### config.mk
export PLATFORM = sky130hd
export DESIGN_NAME = sdram_uart_seq
export DESIGN_NICKNAME = d
export VERILOG_FILES = /design/src/rtl/sdram_uart_pkg.sv /design/src/rtl/sdram_uart_tx_unpack.sv /design/src/rtl/sdram_uart_seq.sv
export SDC_FILE = /design/constraint.sdc
export NUM_CORES = 1
export LEC_CHECK = 0
export ABC_AREA = 0
export BUFFER_PORTS_ARGS = -buffer_cell sky130_fd_sc_hd__buf_2
export CAP_MARGIN = 20
export CORE_UTILIZATION = 39
export DETAILED_ROUTE_END_ITERATION = 7
export PLACE_DENSITY_LB_ADDON = 0.08
export SKIP_LAST_GASP = 1
export SYNTH_ARGS = -nofsm -noshare
export SYNTH_HDL_FRONTEND = slang
export SYNTH_SLANG_ARGS = --single-unit
### constraint.sdc
create_clock -name clk_50m -period 1.9 [get_ports clk_50m]
set_input_delay 0.19 -clock clk_50m [delete_from_list [all_inputs] [get_ports clk_50m]]
set_output_delay 0.19 -clock clk_50m [all_outputs]
set_load 0.05 [all_outputs]
### src/rtl/sdram_uart_pkg.sv
// Shared types and widths for the UART <-> SDRAM frame sequencer.
package sdram_uart_pkg;
  localparam int BYTE_W   = 8;
  localparam int WORD_W   = 16;
  localparam int RD_NUM_W = 10;

  typedef enum logic [1:0] {
    S_FILL,
    S_WAIT_RD,
    S_POP,
    S_XFER
  } seq_state_t;

  typedef enum logic [2:0] {
    T_IDLE,
    T_CAPTURE,
    T_TX_HI,
    T_GAP_HI,
    T_TX_LO,
    T_GAP_LO
  } tx_state_t;
endpackage

### src/rtl/sdram_uart_tx_unpack.sv
// Captures one read-FIFO word and hands its two bytes (high first) to the UART TX,
// leaving one gap cycle after each tx_req so a late-rising tx_busy is never missed.
module sdram_uart_tx_unpack
  import sdram_uart_pkg::*;
(
  input  logic              clk_50m,
  input  logic              rst_n,
  input  logic              start,
  input  logic [WORD_W-1:0] word,
  output logic              done,
  input  logic              tx_busy,
  output logic              tx_req,
  output logic [BYTE_W-1:0] tx_data
);

  tx_state_t         state_q, state_d;
  logic [WORD_W-1:0] shift_q, shift_d;
  logic [BYTE_W-1:0] tx_data_q, tx_data_d;

  always_ff @(posedge clk_50m or negedge rst_n) begin
    if (!rst_n) begin
      state_q   <= T_IDLE;
      shift_q   <= '0;
      tx_data_q <= '0;
    end else begin
      state_q   <= state_d;
      shift_q   <= shift_d;
      tx_data_q <= tx_data_d;
    end
  end

  always_comb begin
    state_d   = state_q;
    shift_d   = shift_q;
    tx_data_d = tx_data_q;
    tx_req    = 1'b0;
    done      = 1'b0;
    case (state_q)
      T_IDLE:    if (start) state_d = T_CAPTURE;
      T_CAPTURE: begin
        shift_d = word;
        state_d = T_TX_HI;
      end
      T_TX_HI: if (!tx_busy) begin
        tx_req    = 1'b1;
        tx_data_d = shift_q[WORD_W-1:BYTE_W];
        state_d   = T_GAP_HI;
      end
      T_GAP_HI:  state_d = T_TX_LO;
      T_TX_LO: if (!tx_busy) begin
        tx_req    = 1'b1;
        tx_data_d = shift_q[BYTE_W-1:0];
        state_d   = T_GAP_LO;
      end
      T_GAP_LO: begin
        done    = 1'b1;
        state_d = T_IDLE;
      end
      default:   state_d = T_IDLE;
    endcase
  end

  // tx_data moves in the same cycle as tx_req and holds until the next strobe
  assign tx_data = tx_data_d;

endmodule

### src/rtl/sdram_uart_seq.sv
// Frame sequencer: packs UART bytes into SDRAM write-FIFO words, then reads the frame
// back and serialises it to UART TX. Define SDRAM_UART_SEQ_DROP_CNT_EN for drop_cnt.
module sdram_uart_seq
  import sdram_uart_pkg::*;
#(
  parameter int FRAME_WORDS = 10
) (
  input  logic                clk_50m,
  input  logic                rst_n,
  input  logic [BYTE_W-1:0]   rx_data,
  input  logic                rx_valid,
  output logic [BYTE_W-1:0]   tx_data,
  output logic                tx_req,
  input  logic                tx_busy,
  output logic                wr_fifo_wr_req,
  output logic [WORD_W-1:0]   wr_fifo_wr_data,
  output logic                rd_fifo_rd_req,
  input  logic [WORD_W-1:0]   rd_fifo_rd_data,
  input  logic [RD_NUM_W-1:0] rd_fifo_num,
  output logic                read_valid,
  output logic                frame_done
`ifdef SDRAM_UART_SEQ_DROP_CNT_EN
  ,
  output logic [7:0]          drop_cnt
`endif
);

  localparam logic [RD_NUM_W-1:0] LAST_WORD = RD_NUM_W'(FRAME_WORDS - 1);
  localparam logic [RD_NUM_W-1:0] FRAME_LVL = RD_NUM_W'(FRAME_WORDS);

  seq_state_t          state_q, state_d;
  logic [RD_NUM_W-1:0] word_cnt_q, word_cnt_d;
  logic                parity_q, parity_d;
  logic [BYTE_W-1:0]   hi_q, hi_d;
  logic                wr_req_q, wr_req_d;
  logic [WORD_W-1:0]   wr_data_q, wr_data_d;
  logic                unpack_done;

  always_ff @(posedge clk_50m or negedge rst_n) begin
    if (!rst_n) begin
      state_q    <= S_FILL;
      word_cnt_q <= '0;
      parity_q   <= 1'b0;
      hi_q       <= '0;
      wr_req_q   <= 1'b0;
      wr_data_q  <= '0;
    end else begin
      state_q    <= state_d;
      word_cnt_q <= word_cnt_d;
      parity_q   <= parity_d;
      hi_q       <= hi_d;
      wr_req_q   <= wr_req_d;
      wr_data_q  <= wr_data_d;
    end
  end

  always_comb begin
    state_d    = state_q;
    word_cnt_d = word_cnt_q;
    parity_d   = parity_q;
    hi_d       = hi_q;
    wr_req_d   = 1'b0;
    wr_data_d  = wr_data_q;
    frame_done = 1'b0;
    case (state_q)
      S_FILL: if (rx_valid) begin
        if (!parity_q) begin
          hi_d     = rx_data;
          parity_d = 1'b1;
        end else begin
          parity_d  = 1'b0;
          wr_req_d  = 1'b1;
          wr_data_d = {hi_q, rx_data};
          if (word_cnt_q == LAST_WORD) begin
            word_cnt_d = '0;
            state_d    = S_WAIT_RD;
          end else begin
            word_cnt_d = word_cnt_q + 10'd1;
          end
        end
      end
      S_WAIT_RD: if (rd_fifo_num >= FRAME_LVL) state_d = S_POP;
      S_POP:     state_d = S_XFER;
      // word_cnt now counts words sent back out
      S_XFER: if (unpack_done) begin
        if (word_cnt_q == LAST_WORD) begin
          word_cnt_d = '0;
          frame_done = 1'b1;
          parity_d   = 1'b0;
          state_d    = S_FILL;
        end else begin
          word_cnt_d = word_cnt_q + 10'd1;
          state_d    = S_POP;
        end
      end
      default:   state_d = S_FILL;
    endcase
  end

  assign wr_fifo_wr_req  = wr_req_q;
  assign wr_fifo_wr_data = wr_data_q;
  assign rd_fifo_rd_req  = (state_q == S_POP);
  assign read_valid      = (state_q != S_FILL);

  sdram_uart_tx_unpack u_unpack (
    .clk_50m (clk_50m),
    .rst_n   (rst_n),
    .start   (rd_fifo_rd_req),
    .word    (rd_fifo_rd_data),
    .done    (unpack_done),
    .tx_busy (tx_busy),
    .tx_req  (tx_req),
    .tx_data (tx_data)
  );

`ifdef SDRAM_UART_SEQ_DROP_CNT_EN
  logic [7:0] drop_q;

  always_ff @(posedge clk_50m or negedge rst_n) begin
    if (!rst_n) begin
      drop_q <= '0;
    end else if (rx_valid && (state_q != S_FILL) && (drop_q != 8'hFF)) begin
      drop_q <= drop_q + 8'd1;
    end
  end

  assign drop_cnt = drop_q;
`endif

endmodule

==> run metrics, run 1 <==
detailed-route via count=1915; die area=7450 um2; root buf cell=clkbuf_8; Worst Tran Pin Value=0.3607 ns; PortBufs=65; Comb pwr share=36.8%; post-layout instance area=3632 um2; DR vias/cell=4.824; Initial Util=40.59%; clock skew=0.007914 ns; Syn Inst Count=210; Tot Pwr=4.871 mW; first-pass GRT wire length=9273 um; Most used DFF post-synth=dfrtp_1; CP arrival=1.70 ns; synth warn=0; power per cell area=1341 nW/um2; clk_lat worst skew=0.34 ns; maximum VDD drop=757.7 uV; total CTS buffers=9; Clk pwr share=23.6%; GPL Wtd Cong=0.7283; Tot GR Track Use=16.26%; Post-synth EDFFs=0; CTS tree=done; crit-path max FO=4; Congestion Overflow GR=0; First-pass DRT Iterations=4; Die Ht=86.32 um; Final period util=99.39%; Tmin final=1.888 ns; Setup CP Type=reg2out; area of the multi-input gates=1122 um2; fin nets=336; core footprint=6832 um2; DRT antenna net count=0; Fillers=622; fraction of final layout cells sized beyond drive strength 1=51.16%; Seq. cell area=1630 um2; HP Class=in2reg; Startpoint Class=flop; clk sinks=65; Sw Ratio=36.27%; CTS H-tree depth=3; WL per Instance=13.36 um; Synth Cell Area=2773 um2; initial drt markers=53; vias in the first global route=1908; fmax=529.5 MHz; Final setup viols=0; routed wire length=5304 um; slew margin rel.=75.96%; largest net degree at the start of global routing=66; DRC viols=0; Syn-to-layout area delta=31.00%; Post-DP Area=3287 um2; leakage power=1.779 nW; Inserted Diodes=0; critical path endpoint category=output port; final hold vios=0; Syn Nets=250; Mean Syn Cell Area=13.20 um2; Seq cells post-synth=65; switching pwr=1.767 mW; detailed placer's ending HPWL=3536 um; row count=30; MaxCap Viol Count=0; status=finished clean; I/O pin cnt=67; antenna violations before repair=0; Yosys cell types=41; RSZ-0062 raised after global routing=true; Max Slew Vio Count=0; Clock transition at path regs=0.08 ns; Fin Hold WS=0.06404 ns; die width=86.32 um; sequential share of power=39.6%; Internal=3.104 mW; FFs w/ async S/R, synth=100.0%; register area share after synthesis=58.66%; deepest clock path buffer count=2; worst path required time=1.71 ns
-- what timing repair did --
| action | CTS | global route |
|---|---|---|
| gates cloned | 0 | 0 |
| hold buffers | 1 | 0 |
| resized for setup | 26 | 6 |
| pin swaps | 3 | 7 |
| setup buffers | 1 | 4 |
| endpoints found under the hold margin | 65 | 0 |
| endpoints found under the setup margin | 10 | 10 |
-- worst paths after layout --
path | start | slack (ns) | to | cells after the start
max | word_cnt_q[5]$_DFFE_PN0P_ | 0.01 | frame_done | 5
min | rd_fifo_rd_data[9] | 0.06 | u_unpack.shift_q[9]$_DFFE_PN0P_ | 2
max reg2reg | state_q[0]$_DFFE_PN0P_ | 0.24 | wr_fifo_wr_data[0]$_DFFE_PN0P_ | 3
min reg2reg | word_cnt_q[9]$_DFFE_PN0P_ | 0.47 | word_cnt_q[9]$_DFFE_PN0P_ | 1
max in group asynchronous | rst_n | 1.19 | u_unpack.state_q[1]$_DFFE_PN0P_ | 3
min in group asynchronous | rst_n | 0.39 | hi_q[7]$_DFFE_PN0P_ | 3
-- power groups by stage --
| stage | registers [mW] | logic (mW) | clock network [mW] |
|---|---|---|---|
| 2_1_floorplan | 1.86 | 1.22 | 0 |
| 3_3_place_gp | 1.93 | 1.54 | 0 |
| 3_5_place_dp | 1.94 | 1.56 | 0 |
| 4_1_cts | 1.93 | 1.78 | 1.19 |
| 5_1_grt | 1.98 | 1.93 | 1.26 |
| 6_report | 1.93 | 1.79 | 1.15 |
-- registers in the layout, indices dropped and copies added, names as in the netlist --
register            count
hi_q                    8
parity_q                1
state_q                 2
u_unpack.shift_q       16
u_unpack.state_q        3
u_unpack.tx_data_q      8
word_cnt_q             10
wr_fifo_wr_data        16
wr_fifo_wr_req          1
-- per-layer routing --
metal,wire [um],global-route usage (%),vias up
met2,2521,25.11,45
li1,-,-,920
met4,30,5.000,0
met3,231,5.619,5
met5,0,0,-
met1,2521,21.59,945
-- cell usage in the layout, fill, tap and decap left out, types with 4 or more instances in the layout --
| cell | netlist | routed |
|---|---|---|
| dfrtp_1 | 65 | 62 |
| buf_2 | 2 | 55 |
| mux2_2 | 31 | 31 |
| nand2_1 | 17 | 17 |
| buf_4 | 1 | 16 |
| buf_6 | 4 | 10 |
| mux2_1 | 9 | 9 |
| clkbuf_8 | 0 | 9 |
| a22oi_1 | 9 | 8 |
| o21ai_2 | 0 | 8 |
| o21ai_0 | 6 | 6 |
| nor3_1 | 4 | 4 |
| nor2_1 | 5 | 4 |
| xnor2_1 | 4 | 4 |
| xor2_1 | 4 | 4 |
-- worst max-delay path, stage by stage (launching register included) --
cell,delay (ns)
dfrtp_1,0.43
nor4b_2,0.27
nand4b_1,0.19
nor2_2,0.18
and2_4,0.16
buf_8,0.13
-- Yosys cell counts, types with 2 or more instances --
library cell / count / area (um2)
a22oi_1: 9 / 67.56
nor2b_1: 3 / 18.77
nand3_1: 3 / 15.01
xnor2_1: 4 / 35.03
nand2_1: 17 / 63.81
nand4_1: 2 / 12.51
mux2_2: 31 / 349.1
and2_1: 2 / 12.51
o21ai_1: 8 / 40.04
buf_2: 2 / 10.01
nand4b_1: 2 / 17.52
o21ai_0: 6 / 30.03
nor3b_2: 2 / 25.02
nor3_1: 4 / 20.02
buf_6: 4 / 45.04
dfrtp_1: 65 / 1627
inv_1: 3 / 11.26
and3_1: 2 / 12.51
mux2_1: 9 / 101.4
nor4b_1: 2 / 17.52
nor2_1: 5 / 18.77
xor2_1: 4 / 35.03
o22ai_1: 2 / 12.51
ha_1: 2 / 25.02
-- metrics by stage --
step           instances    TNS, ns  worst slack, ns  utilization, %
3_3_place_gp         375          0           0.2527           48.11
3_5_place_dp         375          0           0.2291           48.11
4_1_cts              393  -0.004154        -0.004154           52.47
6_report             397          0          0.01158           53.17
5_1_grt              397    -0.6614         -0.08322           53.17
2_1_floorplan        210          0           0.1351               -
-- logic make-up (layout without fill, tap and decap cells) --
group	Yosys count	in the layout	share of synthesized area, %
xor+xnor	8	8	2.527
mux	40	40	16.25
compound gates	31	31	7.446
buf+inv	12	103	2.978
fa+ha+maj	2	2	0.9024
flops	65	65	58.66
simple gates	52	52	11.24
-- cell type report --
cell class                      instances  area share (%)
Clock buffer                            9           3.410
Clock inverter                          7           1.963
Inverter                                3          0.3100
Multi-Input combinational cell        133           30.90
Sequential cell                        65           44.88
Tap cell                               96           3.307
Timing Repair Buffer                   84           15.23
Power figures use the tool's default switching activity.
==> run 2, diff against run 1 <==
ABC_AREA = 1   (was 0)
==> run 2 against run 1 <==
  * Critical path depth up 3
  * Count of clock-buffer cells in the layout up 1
  * Clock power down 10%
  * Global-route usage up 0.32 points
  * Largest cell class unchanged
  * Non-clock buffer count down 8
  * Total power up 19%
  * Synthesized area up 9.6%
==> run metrics, run 2 <==
total CTS buffers=9 (unchanged); Fillers=730 (+17%); Comb pwr share=45.3% (+8.5 points); I/O pin cnt=67 (unchanged); row count=31 (+3.3%); Post-synth EDFFs=0 (unchanged); Tot GR Track Use=16.58% (+0.32 points); Most used DFF post-synth=dfrtp_1; CP arrival=1.63 ns (-0.07 ns); initial drt markers=140 (+160%); Syn Nets=400 (+60%); most frequent cells in the layout=nand2_1 (104), dfrtp_1 (64), buf_2 (56), inv_1 (39), nor2_1 (29); Seq. cell area=1628 um2 (-0.15%); Tmin final=1.816 ns (-0.07223 ns); DRC viols=0 (unchanged); leakage power=1.983 nW (+11%); Seq cells post-synth=65 (unchanged); Sw Ratio=45.31% (+9.0 points); area of the multi-input gates=1206 um2 (+7.5%); final hold vios=0 (unchanged); maximum VDD drop=555.8 uV (-27%); core footprint=7408 um2 (+8.4%); Syn-to-layout area delta=24.30%; die width=90.26 um (+4.6%); status=finished clean; DRT antenna net count=0 (unchanged); RSZ-0062 raised after global routing=true; clock skew=0.01009 ns (+0.002172 ns); critical path endpoint category=output port; Worst Tran Pin Value=0.3962 ns (+0.03554 ns); Syn Inst Count=360 (+71%); clk sinks=65 (unchanged); Final setup viols=0 (unchanged); Synth Cell Area=3038 um2 (+9.6%); Synth top area share=53.54% (-5.1 points); Max Slew Vio Count=0 (unchanged); deepest clock path buffer count=2 (unchanged); met3 usage=5.135% (-0.48 points); antenna violations before repair=0 (unchanged); hold path depth=2 (unchanged); most common cell after layout, fill and taps aside=nand2_1; Yosys cell types=31 (-24%); Mean Syn Cell Area=8.439 um2 (-36%); GPL Wtd Cong=0.8018 (+10%); GR Util met2=25.83% (+0.72 points); most used routing layer=met2; slew margin rel.=73.49% (-2.5 points); sequential share of power=37.0% (-2.6 points); Startpoint Class=flop; Synth area leader=dfrtp_1; r2r setup slk=0.37 ns (+0.13 ns); die area=8147 um2 (+9.3%); vias in the first global route=2320 (+22%); fin nets=479 (+43%); Clock transition at path regs=0.07 ns (about the same); Cells after DPL=520 (+39%); detailed-route via count=2455 (+28%); largest net degree at the start of global routing=66 (unchanged); CTS tree=done; Initial Util=41.01% (+0.42 points); FFs w/ async S/R, synth=100.0% (unchanged); R2R depth=5 (+2); worst path required time=1.71 ns (about the same); switching pwr=2.624 mW (+48%); fraction of final layout cells sized beyond drive strength 1=29.05% (-22 points); first-pass GRT wire length=10730 um (+16%); synth warn=0 (unchanged); DR vias/cell=4.521 (-6.3%); register area share after synthesis=53.54% (-5.1 points); detailed placer's ending HPWL=4162 um (+18%); GR Layer Usage met1=21.42% (-0.17 points); Commonest cells post-synth=nand2_1 (105), dfrtp_1 (65), inv_1 (44), nor2_1 (30), o21ai_0 (25); Clk pwr share=17.8% (-5.8 points); Final period util=95.59% (-3.8 points); Synth area leaders=dfrtp_1 (54%), nand2_1 (13%), inv_1 (5.4%); CTS H-tree depth=3 (unchanged); First-pass DRT Iterations=4 (unchanged); Finished Layout Cells=543 (+37%); clk_lat worst skew=0.34 ns (about the same); routed wire length=6170 um (+16%); Layout Utilization=50.97% (-2.2 points); RR Endpoint=u_unpack.shift_q[14]$_DFFE_PN0P_; Congestion Overflow GR=0 (unchanged); root buf cell=clkbuf_8; fmax=550.6 MHz (+4.0%); Hold Crit Start=rd_fifo_rd_data[14]; Setup CP Type=reg2out; Internal=3.167 mW (+2.0%); crit-path max FO=5 (+1); r2r startpoint=u_unpack.state_q[2]$_DFFE_PN0P_; most common cell in the synthesized netlist=nand2_1; Inserted Diodes=0 (unchanged); PortBufs=65 (unchanged); power per cell area=1534 nW/um2 (+14%); WL per Instance=11.36 um (-15%); Die Ht=90.26 um (+4.6%); Hold Path Sink=u_unpack.shift_q[14]$_DFFE_PN0P_; HP Class=in2reg; MaxCap Viol Count=0 (unchanged)
[run 2: power groups by stage]
stage               Clock, mW  Sequential (mW)  Combinational [mW]
floorplan                   0             2.44                1.54
global placement            0             2.15                2.37
detailed placement          0             2.15                2.41
CTS                      1.07             2.13                2.54
global route             1.14             2.20                2.89
finish                   1.03             2.14                2.62
[run 2: layout make-up]
cell class | instances | area share [%]
Clock buffer | 10 | 3.380
Timing Repair Buffer | 76 | 12.39
Tap cell | 99 | 3.280
Multi-Input combinational cell | 240 | 31.94
Sequential cell | 65 | 43.11
Inverter | 47 | 4.738
Clock inverter | 6 | 1.160
[run 2: layer usage]
layer	vias up	share of wire [%]	wire length [um]
met5	-	0	0
met4	0	1.6	96
met3	9	4.3	267
met2	48	46	2825
met1	1099	48	2980
li1	1299	-	-
[run 2: critical path: stages (launching register included)]
cell and delay (ns):
dfrtp_1 0.44, inv_2 0.10, nand3_2 0.11, inv_2 0.12, nand2_1 0.06, nand2_1 0.06, inv_1 0.03, o21ai_1 0.17
buf_6 0.19
[run 2: repair_timing]
action,in CTS,in global routing
hold buffers,1,0
gates resized for setup,11,16
pin swaps,0,2
setup endpoints to repair,9,10
endpoints found under the hold margin,65,0
setup buffers,2,4
[run 2: how the worst max path moves through the flow]
stage | slack (ns) | endpoint | cells past startpoint | start
global placement | 0.31 | tx_data[7] | 7 | u_unpack.state_q[1]$_DFFE_PN0P_
detailed placement | 0.30 | tx_data[6] | 8 | u_unpack.state_q[2]$_DFFE_PN0P_
CTS | -0.02 | tx_data[6] | 7 | u_unpack.state_q[2]$_DFFE_PN0P_
finish | 0.08 | tx_data[6] | 8 | u_unpack.state_q[2]$_DFFE_PN0P_
floorplan | 0.06 | u_unpack.tx_data_q[6]$_DFF_PN0_ | 7 | u_unpack.state_q[1]$_DFFE_PN0P_
global route | -0.04 | tx_data[6] | 8 | u_unpack.state_q[2]$_DFFE_PN0P_
[run 2: cell families (layout without fill, tap and decap cells)]
group	after synthesis	in the layout	share of synthesized area [%]
AND/OR/NAND/NOR	173	173	24.79
XOR/XNOR	4	4	1.153
buffers and inverters	55	139	7.414
AO/OA/AOI/OAI	59	59	11.53
adder cells (fa/ha/maj)	2	2	0.8236
flip-flops	65	65	53.54
multiplexers	2	2	0.7413
[run 2: through the flow]
stage               power, mW  TNS (ns)  cell area (um2)  setup WS (ns)  hold slack [ns]
detailed placement      4.561         0             3483         0.3003           0.2387
global route            6.232  -0.05287             3776       -0.03661          0.07142
finish                  5.791         0             3776        0.08381          0.08784
global placement        4.517         0             3483         0.3145           0.2389
floorplan               3.985         0             3038        0.06042          -0.1056
CTS                     5.742  -0.05485             3707       -0.01942          0.07231
==> run 3, diff against run 2 <==
SYNTH_HIERARCHICAL = 1   (was not set)
==> run 3 against run 2 <==
  * Clock power grew 14%
  * Critical path depth fell by 2
  * Setup slack worse by 0.0017 ns
  * Final cell count rose by 5.0%
  * Synthesized cell count increased by 8.6%
  * Total power increased by 25%
  * Global-route usage increased by 0.49 points
  * Via count rose by 8.8%
==> run metrics, run 3 <==
synth warn=6 (+6); r2r setup slk=0.33 ns (-0.04 ns); fmax=550.1 MHz (about the same); deepest clock path buffer count=2 (unchanged); total CTS buffers=9 (unchanged); worst path required time=1.71 ns (about the same); I/O pin cnt=67 (unchanged); Max Slew Vio Count=0 (unchanged); DR vias/cell=4.686 (+3.6%); Commonest cells post-synth=nand2_1 (118), dfrtp_1 (65), inv_1 (42), nand3_1 (37), o21ai_0 (30); Final setup viols=0 (unchanged); Tot Pwr=7.220 mW (+25%); Hold Path Sink=u_unpack/shift_q[2]$_DFFE_PN0P_; status=finished clean; crit-path max FO=10 (+5); maximum VDD drop=853.5 uV (+54%); Crit. Startpoint=u_unpack/state_q[0]$_DFFE_PN0P_; GPL Wtd Cong=0.7972 (-0.57%); MaxCap Viol Count=0 (unchanged); R2R depth=10 (+5); most common cell after layout, fill and taps aside=nand2_1; DRC viols=0 (unchanged); Layout Utilization=49.70% (-1.3 points); HP Class=in2reg; clk sinks=65 (unchanged); Syn Inst Count=391 (+8.6%); die width=93.25 um (+3.3%); Tmin final=1.818 ns (+0.001737 ns); critical path endpoint category=output port; Yosys cell types=26 (-16%); First-pass DRT Iterations=4 (unchanged); r2r startpoint=u_unpack/state_q[2]$_DFFE_PN0P_; Fillers=816 (+12%); CTS H-tree depth=3 (unchanged); Cells after DPL=554 (+6.5%); register area share after synthesis=50.10% (-3.4 points); Synth top area share=50.10% (-3.4 points); first-pass GRT wire length=11580 um (+7.9%); PortBufs=65 (unchanged); Initial Util=41.16% (+0.16 points); Tot GR Track Use=17.07% (+0.49 points); Setup WS post-layout=0.08207 ns (-0.001737 ns); TNS Setup=0 ns (unchanged); most common cell in the synthesized netlist=nand2_1; Clock transition at path regs=0.07 ns (about the same); FFs w/ async S/R, synth=100.0% (unchanged); RSZ-0062 raised after global routing=false; leakage power=2.042 nW (+2.9%); Synth Cell Area=3247 um2 (+6.9%); die area=8695 um2 (+6.7%); fin nets=504 (+5.2%); final hold vios=0 (unchanged); Most used DFF post-synth=dfrtp_1; routed wire length=6741 um (+9.3%); CTS tree=done; Inserted Diodes=0 (unchanged); power per cell area=1842 nW/um2 (+20%); antenna violations before repair=0 (unchanged); detailed-route via count=2671 (+8.8%); Mean Syn Cell Area=8.304 um2 (-1.6%); clock skew=0.004173 ns (-0.005913 ns); Startpoint Class=flop; Congestion Overflow GR=0 (unchanged); Syn Nets=431 (+7.8%); most frequent cells in the layout=nand2_1 (118), dfrtp_1 (63), buf_2 (55), inv_1 (40), nand3_1 (35); RR Endpoint=word_cnt_q[4]$_DFFE_PN0P_; detailed placer's ending HPWL=4569 um (+9.8%); largest net degree at the start of global routing=66 (unchanged); Synth area leader=dfrtp_1; Seq cells post-synth=65 (unchanged); Synth area leaders=dfrtp_1 (50%), nand2_1 (14%), nand3_1 (5.7%); root buf cell=clkbuf_8; initial drt markers=84 (-40%); Die Ht=93.25 um (+3.3%); Finished Layout Cells=570 (+5.0%); clk_lat worst skew=0.32 ns (-0.02 ns); Worst Tran Pin Value=0.5143 ns (+0.1181 ns); fraction of final layout cells sized beyond drive strength 1=29.70% (+0.65 points); slew margin rel.=65.71% (-7.8 points); Setup CP Type=reg2out; row count=32 (+3.2%); WL per Instance=11.83 um (+4.1%); vias in the first global route=2577 (+11%); DP Worst Slack=0.2990 ns (-0.001210 ns); core footprint=7888 um2 (+6.5%); Syn-to-layout area delta=20.73%; hold path depth=3 (+1); Hold Crit Start=rd_fifo_rd_data[2]; Post-CTS Setup Inserts=0 (-2); Final period util=95.68% (about the same); DRT antenna net count=0 (unchanged); CP arrival=1.63 ns (about the same); Post-synth EDFFs=0 (unchanged)
run 3: changes by cell type after synthesis, sizes merged, moves of 2 or more:
cell	change
mux2	-2
nand2	+11
buf	+6
nand3b	+3
nand4	-4
o21ai	+2
nand3	+15
clkbuf	-2
nor3	+4
run 3: worst max path at each step:
| stage | endpoint | slack (ns) | cells past startpoint |
|---|---|---|---|
| floorplan | tx_req | 0.15 | 4 |
| global placement | tx_data[1] | 0.34 | 6 |
| detailed placement | tx_data[1] | 0.30 | 6 |
| CTS | frame_done | 0.02 | 7 |
| global route | tx_data[6] | 0.002 | 6 |
| finish | tx_data[0] | 0.08 | 6 |
run 3: final cells by class:
class | instances | area, um2 | share of cell area [%]
sequential | 65 | 1629 | 41.56
multi-input combinational | 267 | 1343 | 34.25
timing repair buffer | 74 | 444.2 | 11.33
inverter | 47 | 181.4 | 4.628
clock buffer | 12 | 155.1 | 3.958
tap | 102 | 127.6 | 3.256
clock inverter | 3 | 40.04 | 1.021
run 3: cells by family (layout without fill, tap and decap cells):
logic type	count (synthesis)	count (layout)	share of synthesized area (%)
XOR/XNOR	3	3	0.8094
adder cells (fa/ha/maj)	2	2	0.7706
buffers and inverters	59	136	9.017
flip-flops	65	65	50.10
AO/OA/AOI/OAI	59	59	11.64
AND/OR/NAND/NOR	203	203	27.67
run 3: what timing repair did:
item	in CTS	in global routing
hold buffers	1	0
endpoints found under the setup margin	8	10
gates resized for setup	2	28
hold endpoints to repair	65	0
gates cloned	0	0
run 3: routing by layer:
| layer | track usage (%) | part of all wire, % | vias to the layer above | wire, um |
|---|---|---|---|---|
| met5 | 0 | 0 | - | 0 |
| met4 | 8.205 | 1.1 | 0 | 76 |
| met3 | 2.764 | 3.9 | 7 | 262 |
| met2 | 27.82 | 48 | 49 | 3214 |
| met1 | 22.10 | 47 | 1231 | 3187 |
| li1 | - | - | 1384 | - |
run 3: report_power, final:
part,internal [mW],switching (mW),total [mW]
Clock,0.667,0.504,1.17
Sequential,1.98,0.329,2.31
Combinational,1.11,2.63,3.74
run 3: critical path, cell delays in order (launching register included):
cell,delay (ns)
dfrtp_2,0.44
inv_2,0.12
nand3_2,0.13
buf_4,0.20
nand3_1,0.08
nand3_1,0.11
buf_4,0.22
run 3: per-stage QoR:
step           hold WS [ns]  cell area [um2]
2_1_floorplan       -0.1056             3252
3_3_place_gp         0.2430             3661
3_5_place_dp         0.2438             3661
4_1_cts             0.08159             3866
5_1_grt             0.09154             3920
6_report            0.09996             3920
